===== src/rtl/prog_loader.sv =====
// prog_loader: receives a length-prefixed little-endian byte stream and writes
// it as 32-bit words into instruction memory starting at BASE_ADDR. The core
// is held in reset until a load completes successfully.
//
// Optional feature: define LOADER_CHECKSUM_EN to append a one-byte XOR
// checksum after the data. A mismatched checksum aborts the load.
//
// Handshakes:
//   byte stream  - a byte transfers on a rising edge where in_valid && in_ready.
//                  in_ready depends only on the current state.
//   memory write - mem_we/mem_addr/mem_wdata are held stable while mem_we is high
//                  and complete on the rising edge where mem_ready is high.
//                  mem_ready may be asserted combinationally during that cycle.
module prog_loader #(
  parameter logic [63:0] BASE_ADDR = 64'h2000,
  parameter int unsigned MAX_WORDS = 129024
) (
  input  logic        clk,
  input  logic        reset,
  input  logic        start,
  input  logic        in_valid,
  input  logic [7:0]  in_data,
  output logic        in_ready,
  output logic        mem_we,
  output logic [63:0] mem_addr,
  output logic [31:0] mem_wdata,
  input  logic        mem_ready,
  output logic        core_hold,
  output logic        done,
  output logic        error,
  output logic [31:0] word_count,
  output logic [2:0]  dbg_state
);

  localparam logic [2:0] S_IDLE  = 3'd0;
  localparam logic [2:0] S_HDR   = 3'd1;
  localparam logic [2:0] S_DATA  = 3'd2;
  localparam logic [2:0] S_WRITE = 3'd3;
  localparam logic [2:0] S_DONE  = 3'd4;
  localparam logic [2:0] S_ERR   = 3'd5;
`ifdef LOADER_CHECKSUM_EN
  localparam logic [2:0] S_CSUM  = 3'd6;
`endif

  localparam logic [31:0] MAX_WORDS_W = 32'(MAX_WORDS);

  logic [2:0]  state_q, state_d;
  logic [1:0]  byte_idx_q, byte_idx_d;
  logic [31:0] len_q, len_d;
  logic [31:0] word_q, word_d;
  logic [31:0] word_count_q, word_count_d;
`ifdef LOADER_CHECKSUM_EN
  logic [7:0]  csum_q, csum_d;
`endif

  logic        accept;
  logic [4:0]  lane_shift;
  logic [31:0] lane_mask;
  logic [31:0] lane_data;
  logic [31:0] word_count_inc;

  // Byte lane selection shared by the header and data assembly.
  always_comb begin
    lane_shift     = {byte_idx_q, 3'b000};
    lane_mask      = ~(32'h0000_00FF << lane_shift);
    lane_data      = {24'd0, in_data} << lane_shift;
    word_count_inc = word_count_q + 32'd1;
  end

  // Next-state and datapath update for the load sequence.
  always_comb begin
    state_d      = state_q;
    byte_idx_d   = byte_idx_q;
    len_d        = len_q;
    word_d       = word_q;
    word_count_d = word_count_q;
`ifdef LOADER_CHECKSUM_EN
    csum_d       = csum_q;
`endif
    case (state_q)
      S_IDLE: begin
        if (start) begin
          state_d      = S_HDR;
          byte_idx_d   = 2'd0;
          word_count_d = 32'd0;
`ifdef LOADER_CHECKSUM_EN
          csum_d       = 8'd0;
`endif
        end
      end
      S_HDR: begin
        if (accept) begin
          len_d      = (len_q & lane_mask) | lane_data;
          byte_idx_d = byte_idx_q + 2'd1;
          if (byte_idx_q == 2'd3) begin
            // Zero length is an empty but valid program.
            if (len_d == 32'd0)            state_d = S_DONE;
            else if (len_d > MAX_WORDS_W)  state_d = S_ERR;
            else                           state_d = S_DATA;
          end
        end
      end
      S_DATA: begin
        if (accept) begin
          word_d     = (word_q & lane_mask) | lane_data;
          byte_idx_d = byte_idx_q + 2'd1;
`ifdef LOADER_CHECKSUM_EN
          csum_d     = csum_q ^ in_data;
`endif
          if (byte_idx_q == 2'd3) state_d = S_WRITE;
        end
      end
      S_WRITE: begin
        if (mem_ready) begin
          word_count_d = word_count_inc;
          if (word_count_inc == len_q) begin
`ifdef LOADER_CHECKSUM_EN
            state_d = S_CSUM;
`else
            state_d = S_DONE;
`endif
          end else begin
            state_d = S_DATA;
          end
        end
      end
`ifdef LOADER_CHECKSUM_EN
      S_CSUM: begin
        if (accept) state_d = (in_data == csum_q) ? S_DONE : S_ERR;
      end
`endif
      S_DONE, S_ERR: begin
        if (start) begin
          state_d      = S_HDR;
          byte_idx_d   = 2'd0;
          word_count_d = 32'd0;
`ifdef LOADER_CHECKSUM_EN
          csum_d       = 8'd0;
`endif
        end
      end
      default: state_d = S_IDLE;
    endcase
  end

  // State registers; reset abandons any load in progress.
  always_ff @(posedge clk or posedge reset) begin
    if (reset) begin
      state_q      <= S_IDLE;
      byte_idx_q   <= 2'd0;
      len_q        <= 32'd0;
      word_q       <= 32'd0;
      word_count_q <= 32'd0;
`ifdef LOADER_CHECKSUM_EN
      csum_q       <= 8'd0;
`endif
    end else begin
      state_q      <= state_d;
      byte_idx_q   <= byte_idx_d;
      len_q        <= len_d;
      word_q       <= word_d;
      word_count_q <= word_count_d;
`ifdef LOADER_CHECKSUM_EN
      csum_q       <= csum_d;
`endif
    end
  end

  // Outputs decoded from state; the write address tracks words written.
  always_comb begin
`ifdef LOADER_CHECKSUM_EN
    in_ready = (state_q == S_HDR) || (state_q == S_DATA) || (state_q == S_CSUM);
`else
    in_ready = (state_q == S_HDR) || (state_q == S_DATA);
`endif
    accept     = in_valid && in_ready;
    mem_we     = (state_q == S_WRITE);
    mem_addr   = BASE_ADDR + ({32'd0, word_count_q} << 2);
    mem_wdata  = word_q;
    core_hold  = (state_q != S_DONE);
    done       = (state_q == S_DONE);
    error      = (state_q == S_ERR);
    word_count = word_count_q;
    dbg_state  = state_q;
  end

endmodule


===== config.mk =====
export PLATFORM = sky130hd
export DESIGN_NAME = prog_loader
export DESIGN_NICKNAME = d
export VERILOG_FILES = /design/src/rtl/prog_loader.sv
export SDC_FILE = /design/constraint.sdc
export NUM_CORES = 1
export LEC_CHECK = 0
export BUFFER_PORTS_ARGS = -buffer_cell sky130_fd_sc_hd__buf_2
export CAP_MARGIN = 25
export CORE_MARGIN = 2
export CORE_UTILIZATION = 49
export DETAILED_ROUTE_END_ITERATION = 8
export PLACE_DENSITY = 0.75
export SYNTH_ARGS = -nofsm -noshare
export SYNTH_HDL_FRONTEND = slang
export SYNTH_SLANG_ARGS = --single-unit

===== constraint.sdc =====
create_clock -name clk -period 3.15 [get_ports clk]
set_input_delay 0.4725 -clock clk [delete_from_list [all_inputs] [get_ports clk]]
set_output_delay 0.4725 -clock clk [all_outputs]
set_load 0.01 [all_outputs]

==> results by group <==
Global routing
  – Met1 usage: 40.9%
  – Met2 Use GR: 44.9%
  – GRT Resource Usage Total: 28.8%
  – Grt total ovfl: 0
  – Largest net degree at the start of global routing: 46
  – First-pass GRT wire length: 29.7 mm
  – Vias in the first global route: 5,400
  – Initial antenna violation count: 0
  – GR Util met3: 5.66%
  – Global route hottest layer: met2

Power
  – VDD IR-drop max: 0.000506 V
  – Comb pwr share: 40.0%
  – PD cells: 738 mW/mm^2
  – NetSw: 2180 uW
  – Total chip power: 5400 uW
  – Leakage power: 0.00355 uW
  – Internal: 3230 uW
  – Reg power frac: 39.2%
  – Clk pwr share: 20.7%
  – Switching part of the total power: 40.3%

Route
  – Post-route ant nets: 0
  – Avg WL per Cell: 19.5 um
  – Residual DRC: 0
  – Initial DRC count: 594
  – Routed WL: 19.1 mm
  – Via Count: 5,836
  – Drt pass-1 iters: 7
  – Vias per inst: 5.98

Layout
  – Antenna cell count: 0
  – Multi-input combinational cell area: 0.00327 mm^2
  – Register area: 0.00253 mm^2
  – Synthesis-to-finish area growth: 17.8%
  – Share of layout cells above drive strength 1: 24.8%
  – Most common cell after layout, fill and taps aside: buf_2
  – Filler cells: 1,131
  – Nets: 818
  – Commonest cells after routing, fill and taps aside: buf_2 (117), dfrtp_1 (98), a22o_1 (64)

STA
  – RSZ-0062 raised after global routing: false
  – Hold Vio Cnt, Final: 0
  – Period utilization: 94.5%
  – Tmin final: 2.98 ns
  – Actual slew at the worst max-slew pin: 0.911 ns
  – Clock Skew: 0.0102 ns
  – Max_slew headroom: 38.8%
  – Max-slew violations: 0
  – Max Clk Rate: 0.336 GHz
  – # setup viols final: 0
  – Setup_tns: 0 ns

Floorplan
  – Die height: 117 um
  – Initial Utilization: 49.7%
  – Width of the die: 117 um
  – Rows: 41
  – Std-Cell Core Area: 0.0125 mm^2
  – IO Pins: 149
  – Die Area: 0.0136 mm^2

Logic synthesis
  – Register area share after synthesis: 40.7%
  – Synthesis warning total: 0
  – Post-Synthesis Cell Area: 0.00622 mm^2
  – Prevailing post-synth register cell: dfrtp_1
  – Post-synth EDFFs: 0
  – Fraction of registers with async set/reset: 100%
  – Cell variety after synth: 55
  – Avg Cell Area, Syn: 9.15 um^2
  – #FFs+latches synth: 101
  – Cells after synthesis: 679

Clock network
  – Clock Pin Slew Worst Setup and Hold Paths: 0.07 ns
  – CTS tree: done
  – Skew-Pair Late Insertion Delay: 0.36 ns
  – Clock Sinks: 101
  – Clock root cell: clkbuf_16
  – CTS Buf Count: 9
  – Clock tree buffer depth: 2
  – H-tree depth: 3

Setup path
  – CP arrival: 3.25 ns
  – Chain of cells forming the critical path: nand2_1 > buf_4 > or2_2 > o41ai_1 > nand4_1 > a2111o_1 > or4_1 > o221ai_1
  – Worst Setup End Kind: register
  – Max incr delay on CP: 0.62 ns
  – Worst path slowest cell: o41ai_1
  – Critical path required time: 3.42 ns
  – Startpoint class of the critical path: register
  – Crit path kind: register to register
  – Worst-path fanout max: 8

Placement
  – Post-detail-place hpwl: 14.1 mm
  – IO Port Bufs: 117
  – Gpl congestion: 0.921

Flow run
  – Max-cap violations: 0

Run status
  – Status: finished, final reports clean

Min path
  – Min-Delay Path Class: input port to async pin
-- per-layer routing --
layer / up-vias / routed length (um)
met5: - / 0
met4: 0 / 393
met3: 38 / 1510
met2: 302 / 8760
met1: 2841 / 8410
li1: 2655 / -
-- per-stage QoR --
| step | area (um^2) | instances | util, % | setup WS, ns | hold WS (ns) |
|---|---|---|---|---|---|
| 4_1_cts | 7290 | 974 | 58.2 | 0.156 | 0.188 |
| 5_1_grt | 7320 | 976 | 58.5 | 0.00601 | 0.214 |
| 3_5_place_dp | 7000 | 958 | 55.9 | 0.179 | 0.486 |
| 3_3_place_gp | 7000 | 958 | 55.9 | 0.297 | 0.484 |
| 2_1_floorplan | 6330 | 709 | - | 0.0304 | 0.508 |
| 6_report | 7320 | 976 | 58.5 | 0.172 | 0.171 |
-- layout make-up --
| cell class | count | area share [%] |
|---|---|---|
| Multi-Input combinational cell | 508 | 44.7 |
| Sequential cell | 101 | 34.6 |
| Timing Repair Buffer | 165 | 13.1 |
| Clock buffer | 10 | 3.26 |
| Tap cell | 172 | 2.94 |
| Inverter | 14 | 0.752 |
| Clock inverter | 6 | 0.700 |
-- sequential cells by signal, summed over array words and instances (netlist names) --
name	cells
len_q	32
mem_wdata	32
byte_idx_q	2
dbg_state	3
word_count	32
-- cell usage after synthesis (all sizes together), types with 10 or more instances --
cell type | number | area, um^2
dfrtp | 101 | 2530
nor3 | 19 | 95.1
nand2 | 57 | 214
a31oi | 10 | 62.6
inv | 14 | 52.6
xnor2 | 46 | 403
buf | 55 | 379
nor2 | 39 | 146
clkbuf | 31 | 121
nor4 | 12 | 120
o21ai | 54 | 270
xor2 | 19 | 166
a21oi | 20 | 100
nand4 | 15 | 115
nand3 | 30 | 150
a22o | 64 | 561
-- critical path, delay by kind of cell (launching register included) --
| family | cells | cell delay (ns) |
|---|---|---|
| AO/OA/AOI/OAI | 3 | 1.11 |
| buffers and inverters | 1 | 0.18 |
| flip-flops | 1 | 0.43 |
| AND/OR/NAND/NOR | 4 | 1.19 |
-- logic make-up (layout without fill, tap and decap cells) --
| kind of cell | count (synthesis) | in the layout | synth area share (%) |
|---|---|---|---|
| xor+xnor | 65 | 65 | 9.16 |
| mux | 1 | 1 | 0.161 |
| flops | 101 | 101 | 40.7 |
| fa+ha+maj | 6 | 6 | 1.21 |
| compound gates | 196 | 196 | 22.2 |
| buf+inv | 100 | 195 | 8.90 |
| simple gates | 209 | 209 | 17.6 |
| other cells | 1 | 31 | 0.0603 |
-- power groups by stage --
| stage | Combinational, uW | Sequential [uW] | Clock [uW] |
|---|---|---|---|
| floorplan | 1500 | 2060 | 0 |
| global placement | 2100 | 2110 | 0 |
| detailed placement | 2150 | 2120 | 0 |
| CTS | 2150 | 2110 | 1130 |
| global route | 2370 | 2180 | 1190 |
| finish | 2160 | 2120 | 1120 |
-- timing repair --
action                                  in CTS  in global routing
endpoints found under the setup margin       0                  1
hold buffers                                 0                  0
resized for setup                            0                  6
setup buffers                                0                  2
-- worst paths after layout --
check,from,end,slack [ns],cells after the start
hold / removal,reset,mem_wdata[8],0.17,2
setup / recovery,word_count[1],dbg_state[2],0.17,8
hold reg to reg,mem_wdata[3],mem_wdata[3],0.50,1
setup reg to reg,word_count[1],dbg_state[2],0.17,8
min in group clk,start,dbg_state[2],0.44,2
max in group asynchronous,reset,len_q[29],2.25,3
Note: power is estimated with default switching activity, not from simulation.
